`config.mk`:
```
export PLATFORM = sky130hd
export DESIGN_NAME = iter_alu
export DESIGN_NICKNAME = d
export VERILOG_FILES = /design/src/rtl/alu_pkg.sv /design/src/rtl/shift_add_mul.sv /design/src/rtl/iter_alu.sv
export SDC_FILE = /design/constraint.sdc
export NUM_CORES = 1
export LEC_CHECK = 0
export CAP_MARGIN = 20
export CORE_MARGIN = 2
export CORE_UTILIZATION = 44
export CTS_CLUSTER_DIAMETER = 120
export DETAILED_ROUTE_END_ITERATION = 10
export PLACE_DENSITY_LB_ADDON = 0.08
export SETUP_SLACK_MARGIN = 0.5
export SLEW_MARGIN = 20
export SYNTH_ARGS = -nofsm -noshare
export SYNTH_HDL_FRONTEND = slang
export SYNTH_SLANG_ARGS = --single-unit
```
`constraint.sdc`:
```
create_clock -name clk -period 6 [get_ports clk]
set_input_delay 0.6 -clock clk [delete_from_list [all_inputs] [get_ports clk]]
set_output_delay 0.6 -clock clk [all_outputs]
set_load 0.1 [all_outputs]
```
`src/rtl/alu_pkg.sv`:
```
// Shared opcode, state and width definitions for the iter_alu datapath.
package alu_pkg;

  localparam int OP_W = 4;

  typedef enum logic [OP_W-1:0] {
    OP_ADD  = 4'h0,
    OP_SHL  = 4'h1,
    OP_SHR  = 4'h2,
    OP_MOV  = 4'h3,
    OP_OR   = 4'h4,
    OP_XOR  = 4'h5,
    OP_AND  = 4'h6,
    OP_ADC  = 4'h7,
    OP_SHLN = 4'h8,
    OP_SHRN = 4'h9,
    OP_MUL  = 4'hA,
    OP_CMP  = 4'hD,
    OP_NOP  = 4'hF
  } alu_op_e;

  typedef enum logic [1:0] {
    IDLE = 2'd0,
    EXEC = 2'd1,
    DONE = 2'd2
  } state_e;

  function automatic logic is_shift_n(input alu_op_e op);
    return (op == OP_SHLN) || (op == OP_SHRN);
  endfunction

endpackage

```
`src/rtl/shift_add_mul.sv`:
```
// Unsigned shift-add multiplier: one partial product per cycle, WIDTH cycles per start.
// done flags the final step; product carries that step's result combinationally.
module shift_add_mul #(
  parameter int WIDTH = 8,
  parameter int CNT_W = $clog2(WIDTH) + 1
) (
  input  logic               clk,
  input  logic               rst_n,
  input  logic               start,
  input  logic [WIDTH-1:0]   a,
  input  logic [WIDTH-1:0]   b,
  output logic               busy,
  output logic               done,
  output logic [2*WIDTH-1:0] product
);

  logic [WIDTH-1:0] r_mcand;
  logic [WIDTH-1:0] r_hi;
  logic [WIDTH-1:0] r_lo;
  logic [CNT_W-1:0] r_cnt;
  logic             r_busy;
  logic [WIDTH:0]   w_sum;

  assign w_sum   = {1'b0, r_hi} + {1'b0, (r_lo[0] ? r_mcand : {WIDTH{1'b0}})};
  assign busy    = r_busy;
  assign done    = r_busy && (r_cnt == CNT_W'(1));
  // Next value of {hi,lo} after this step; equals a*b on the last step.
  assign product = {w_sum, r_lo[WIDTH-1:1]};

  always_ff @(posedge clk or negedge rst_n) begin
    if (!rst_n) begin
      r_mcand <= '0;
      r_hi    <= '0;
      r_lo    <= '0;
      r_cnt   <= '0;
      r_busy  <= 1'b0;
    end else if (start) begin
      r_mcand <= a;
      r_hi    <= '0;
      r_lo    <= b;
      r_cnt   <= CNT_W'(WIDTH);
      r_busy  <= 1'b1;
    end else if (r_busy) begin
      r_hi  <= w_sum[WIDTH:1];
      r_lo  <= {w_sum[0], r_lo[WIDTH-1:1]};
      r_cnt <= r_cnt - CNT_W'(1);
      if (r_cnt == CNT_W'(1)) r_busy <= 1'b0;
    end
  end

endmodule

```
`src/rtl/iter_alu.sv`:
```
// Iterative ALU with valid/ready operand port, held result and C/Z/P/EQ flags.
// Define ITER_ALU_MUL_EN to build the shift-add multiplier; otherwise opcode A is a NOP.
//
//  state | meaning
//  IDLE  | in_ready high, waiting for operands
//  EXEC  | computing; 1 cycle, or one step per cycle for SHLN/SHRN/MUL
//  DONE  | out_valid high, result held until out_ready
module iter_alu
  import alu_pkg::*;
#(
  parameter int WIDTH = 8,
  parameter int CNT_W = $clog2(WIDTH) + 1
) (
  input  logic             clk,
  input  logic             rst_n,
  input  logic             in_valid,
  output logic             in_ready,
  input  logic [OP_W-1:0]  op,
  input  logic [WIDTH-1:0] in_a,
  input  logic [WIDTH-1:0] in_b,
  output logic             out_valid,
  input  logic             out_ready,
  output logic [WIDTH-1:0] rslt,
  output logic [WIDTH-1:0] rslt_hi,
  output logic             flag_c,
  output logic             flag_z,
  output logic             flag_p,
  output logic             flag_eq
);

  state_e           r_state;
  alu_op_e          r_op;
  logic [WIDTH-1:0] r_a;
  logic [WIDTH-1:0] r_b;
  logic [CNT_W-1:0] r_cnt;
  logic             r_in_ready;
  logic             r_out_valid;
  logic [WIDTH-1:0] r_rslt;
  logic [WIDTH-1:0] r_rslt_hi;
  logic             r_c;
  logic             r_z;
  logic             r_p;
  logic             r_eq;

  logic             w_accept;
  logic [CNT_W-1:0] w_cnt_raw;
  logic [CNT_W-1:0] w_cnt_sat;
  logic             w_cin;
  logic [WIDTH:0]   w_sum;
  logic [WIDTH-1:0] w_sh_nxt;
  logic             w_sh_out;
  logic             w_fin;
  logic [WIDTH-1:0] w_res;
  logic [WIDTH-1:0] w_res_hi;
  logic             w_c;
  logic             w_eq;
  logic             w_zp_we;

`ifdef ITER_ALU_MUL_EN
  logic               w_mul_start;
  logic               w_mul_busy;
  logic               w_mul_done;
  logic [2*WIDTH-1:0] w_mul_prod;

  assign w_accept    = in_valid && r_in_ready && !w_mul_busy;
  assign w_mul_start = w_accept && (op == OP_MUL);

  shift_add_mul #(
    .WIDTH (WIDTH),
    .CNT_W (CNT_W)
  ) u_mul (
    .clk     (clk),
    .rst_n   (rst_n),
    .start   (w_mul_start),
    .a       (in_a),
    .b       (in_b),
    .busy    (w_mul_busy),
    .done    (w_mul_done),
    .product (w_mul_prod)
  );
`else
  assign w_accept = in_valid && r_in_ready;
`endif

  assign w_cnt_raw = in_b[CNT_W-1:0];
  assign w_cnt_sat = (w_cnt_raw > CNT_W'(WIDTH)) ? CNT_W'(WIDTH) : w_cnt_raw;
  assign w_cin     = (r_op == OP_ADC) ? r_c : 1'b0;
  assign w_sum     = {1'b0, r_a} + {1'b0, r_b} + {{WIDTH{1'b0}}, w_cin};

  always_comb begin
    w_fin    = 1'b1;
    w_res    = r_a;
    w_res_hi = '0;
    w_c      = r_c;
    w_eq     = r_eq;
    w_zp_we  = 1'b1;
    if (r_op == OP_SHLN) begin
      w_sh_nxt = {r_a[WIDTH-2:0], 1'b0};
      w_sh_out = r_a[WIDTH-1];
    end else begin
      w_sh_nxt = {1'b0, r_a[WIDTH-1:1]};
      w_sh_out = r_a[0];
    end
    case (r_op)
      OP_ADD, OP_ADC: {w_c, w_res} = w_sum;
      OP_SHL: begin
        w_res = {r_a[WIDTH-2:0], r_c};
        w_c   = r_a[WIDTH-1];
      end
      OP_SHR: begin
        w_res = {r_c, r_a[WIDTH-1:1]};
        w_c   = r_a[0];
      end
      OP_MOV: w_res = r_a;
      OP_OR:  w_res = r_a | r_b;
      OP_XOR: w_res = r_a ^ r_b;
      OP_AND: w_res = r_a & r_b;
      // r_a is the shift register; a zero count finishes at once with carry held.
      OP_SHLN, OP_SHRN: begin
        if (r_cnt != '0) begin
          w_res = w_sh_nxt;
          w_c   = w_sh_out;
          w_fin = (r_cnt == CNT_W'(1));
        end
      end
`ifdef ITER_ALU_MUL_EN
      OP_MUL: begin
        w_fin    = w_mul_done;
        w_res    = w_mul_prod[WIDTH-1:0];
        w_res_hi = w_mul_prod[2*WIDTH-1:WIDTH];
        w_c      = |w_mul_prod[2*WIDTH-1:WIDTH];
      end
`endif
      OP_CMP: begin
        w_res = r_a;
        w_eq  = (r_a == r_b);
      end
      default: w_zp_we = 1'b0;
    endcase
  end

  always_ff @(posedge clk or negedge rst_n) begin
    if (!rst_n) begin
      r_state     <= IDLE;
      r_op        <= OP_ADD;
      r_a         <= '0;
      r_b         <= '0;
      r_cnt       <= '0;
      r_in_ready  <= 1'b0;
      r_out_valid <= 1'b0;
      r_rslt      <= '0;
      r_rslt_hi   <= '0;
      r_c         <= 1'b0;
      r_z         <= 1'b0;
      r_p         <= 1'b0;
      r_eq        <= 1'b0;
    end else begin
      case (r_state)
        IDLE: begin
          if (w_accept) begin
            r_op       <= alu_op_e'(op);
            r_a        <= in_a;
            r_b        <= in_b;
            r_cnt      <= w_cnt_sat;
            r_in_ready <= 1'b0;
            r_state    <= EXEC;
          end else begin
            r_in_ready <= 1'b1;
          end
        end
        EXEC: begin
          if (w_fin) begin
            r_rslt      <= w_res;
            r_rslt_hi   <= w_res_hi;
            r_c         <= w_c;
            r_eq        <= w_eq;
            if (w_zp_we) begin
              r_z <= ~|w_res;
              r_p <= ^w_res;
            end
            r_out_valid <= 1'b1;
            r_state     <= DONE;
          end else if (is_shift_n(r_op)) begin
            r_a   <= w_sh_nxt;
            r_cnt <= r_cnt - CNT_W'(1);
          end
        end
        DONE: begin
          if (out_ready) begin
            r_out_valid <= 1'b0;
            r_in_ready  <= 1'b1;
            r_state     <= IDLE;
          end
        end
        default: r_state <= IDLE;
      endcase
    end
  end

  assign in_ready  = r_in_ready;
  assign out_valid = r_out_valid;
  assign rslt      = r_rslt;
  assign rslt_hi   = r_rslt_hi;
  assign flag_c    = r_c;
  assign flag_z    = r_z;
  assign flag_p    = r_p;
  assign flag_eq   = r_eq;

endmodule

```
==> key figures <==
Outcome
  – Outcome: complete, no violations

Placed design
  – # port buffers: 37
  – Final HPWL DP: 6.943 mm
  – GP Congestion: 0.9314
  – Placement Setup Slack: 2.193 ns

Worst setup path
  – Worst EP required: 6.17 ns
  – CP arrival: 4.04 ns
  – Critical path cell sequence: nand4b_1 > or2_2 > fa_1 > inv_1 > fa_1 > a211oi_1 > nor3_1 > nand3b_1 > nand3_1 > o32ai_1 > ha_1 > xnor2_1 > xnor2_1 > o21ai_0
  – Critical path peak fanout: 23
  – Worst setup SP type: flip-flop
  – Crit Path Category: flip-flop to flip-flop
  – Critical path endpoint category: flip-flop
  – Slowest CP cell: dfrtp_1
  – Worst path max stage delay: 0.89 ns

Route
  – Met2 wire length: 4.364 mm
  – M1 WL: 4.132 mm
  – Via count: 2883
  – DR vias/cell: 5.698
  – Max Used Layer: met4
  – Post-route DRC: 0
  – Initial DRC Count: 256
  – Final wirelength: 9.162 mm
  – Detailed-route wire length per cell: 18.11 um
  – Antenna viol nets, final: 0
  – Metal3 WL: 496 um
  – DRT Pass-1 Iters: 5

Clocking
  – Max Root-Sink Buffers: 2
  – H-tree levels: 2
  – Worst skew pair latency: 0.31 ns
  – CTS tree: built
  – Clock net sink count: 40
  – # resized after CTS: 0
  – Setup Fix Bufs, Post-CTS: 0
  – Clock Pin Slew Worst Setup and Hold Paths: 0.09 ns
  – Num CTS Buffers: 5
  – Hold Buf Count CTS: 0
  – Root Buffer: clkbuf_8

Floorplan
  – Site row count: 30
  – Die Width: 89.04 um
  – Die area: 7927 um^2
  – Initial core utilization: 0.4607
  – # IOs: 46
  – Die Ht: 89.04 um
  – Core area: 6907 um^2

Yosys
  – Largest family of logic cells by synthesized area: compound AO/OA/AOI/OAI gates
  – Adder-cell share of the synthesized area: 0.1030
  – Number of flops mapped to enable cells by yosys: 0
  – Ys flop type: dfrtp_1
  – Synth area leaders: dfrtp_1 31%, ha_1 9.0%, a21oi_1 5.3%, o21ai_0 5.2%, nand2_1 4.5%
  – Leading area contributor after synthesis: dfrtp_1
  – Mapped Area: 3182 um^2
  – Compound-Gate Fraction of Synth Area: 0.2639
  – Register area share after synthesis: 0.3146
  – Synth top area share: 0.3146
  – Yosys cell types: 66
  – Number of synthesized register bits: 40
  – Mux cell area share after synthesis: 0.02595
  – Syn Area/Cell: 8.329 um^2
  – Synth warnings: 0
  – Gate Count Post-Synth: 382
  – Async S/R FF share, synth: 1.000
  – Synth Area in Simple Gates: 0.1836
  – Xor/xnor share of the synthesized area: 0.02202

GRT
  – First-pass GRT wire length: 14.55 mm
  – Grt total ovfl: 0
  – Total global-route track usage: 0.2424
  – Largest net degree at the start of global routing: 41
  – Vias in the first global route: 2736
  – Antenna violations before repair: 0

Timing
  – Endpoints failing hold: 0
  – Final slew viol count: 0
  – Clk_skew: 0.007250 ns
  – Slew @ Worst Pin: 0.9725 ns
  – RSZ-0062 raised after global routing: false
  – Final WS setup: 2.135 ns
  – Final Cycle Share: 0.6441
  – Fin Setup TNS: 0 ns
  – Slew margin rel.: 0.3497
  – Fmax: 258.7 MHz
  – Final min period: 3.865 ns
  – Setup-failing EPs final: 0

Finish
  – Most frequent cells in the layout: 40 x dfrtp_1, 38 x nand2_1, 36 x clkdlybuf4s50_1, 35 x nor2_1, 34 x a21oi_1
  – Most common cell after layout, fill and taps aside: dfrtp_1
  – Register Area: 1001 um^2
  – Area delta synth->final: 14.51%
  – Net count, final: 458
  – Layout cells sized above 1: 0.07805
  – Number of diodes: 0
  – Filler Cell Count: 717
  – Area of the multi-input gates: 1939 um^2

Min path
  – HP Class: input pin to asynchronous set/reset pin

Job
  – Max_cap viols: 0
## Yosys cell counts (2+ instances only)
cell	n
nand2_1	38
nor3b_1	2
o311a_1	2
nand3b_1	2
o211ai_1	2
a211oi_1	4
nand2b_1	11
a22o_1	2
xnor2_1	5
nor2b_1	2
ha_1	23
nand3_1	4
nand4_1	2
a31oi_1	6
o32ai_1	3
clkbuf_1	8
o21ai_0	33
fa_1	2
inv_1	27
mux2_2	2
buf_2	6
o21a_1	4
nor3_1	10
xor2_1	3
dfrtp_1	40
or2_2	4
nor4_1	2
nor2_1	35
o31ai_1	2
buf_6	2
a21oi_1	34
buf_4	11
o21ai_1	4
mux2i_1	6
o22ai_1	8
## through the flow
stage	cells	hold slack, ns	area (um^2)	utilization
6_report	506	0.4267	3643	0.5275
5_1_grt	506	0.5061	3643	0.5275
4_1_cts	506	0.4553	3643	0.5275
3_5_place_dp	498	0.4701	3556	0.5149
3_3_place_gp	498	0.4617	3556	0.5149
2_1_floorplan	389	0.3044	3208	-
## cells by family after synthesis
kind of cell | count (synthesis)
DFF | 40
xor gates and xnor gates | 8
buffers and inverters | 55
adders and majority gates | 25
other | 1
AOI/OAI and AO/OA | 125
and+or+nand+nor | 120
muxes | 8
## path summary, 6_finish.rpt
| path | startpoint | endpoint | slack (ns) | cells past startpoint |
|---|---|---|---|---|
| min reg2reg | flag_z | flag_z | 0.48 | 2 |
| max reg2reg | r_op[1] | flag_p | 2.14 | 14 |
| max in group asynchronous | rst_n | r_b[2] | 4.98 | 1 |
| max | r_op[1] | flag_p | 2.14 | 14 |
| min | rst_n | rslt[6] | 0.43 | 1 |
| min in group clk | flag_z | flag_z | 0.48 | 2 |
## worst max-delay path, delay by kind of cell, from the launching register on
family | cells | cell delay, ns
and+or+nand+nor | 5 | 1.18
xor gates and xnor gates | 2 | 0.30
adders and majority gates | 3 | 0.90
AOI/OAI and AO/OA | 3 | 0.39
buffers and inverters | 1 | 0.08
DFF | 1 | 0.89
## flip-flops by register name, summed over array words and instances, names as in the netlist
signal	flops
flag_z	1
in_ready	1
r_cnt	4
flag_eq	1
flag_c	1
flag_p	1
r_state	2
r_b	8
r_op	4
rslt	8
out_valid	1
r_a	8
## final cells by class
| cell class | count | share of cell area |
|---|---|---|
| sequential | 40 | 0.2747 |
| clock buffer | 5 | 0.01889 |
| tap | 96 | 0.03297 |
| inverter | 28 | 0.02953 |
| timing repair buffer | 40 | 0.1065 |
| multi-input combinational | 294 | 0.5323 |
| clock inverter | 3 | 0.005151 |
## routing by layer
metal / GRT usage / up-vias
li1: - / 1395
met1: 0.3440 / 1387
met2: 0.3901 / 89
met3: 0.02955 / 12
met4: 0.06920 / 0
met5: 0 / -
Power is left out: the tool's default activity adds up to more than one toggle a clock period on the data nets, which glitch-free logic cannot reach.
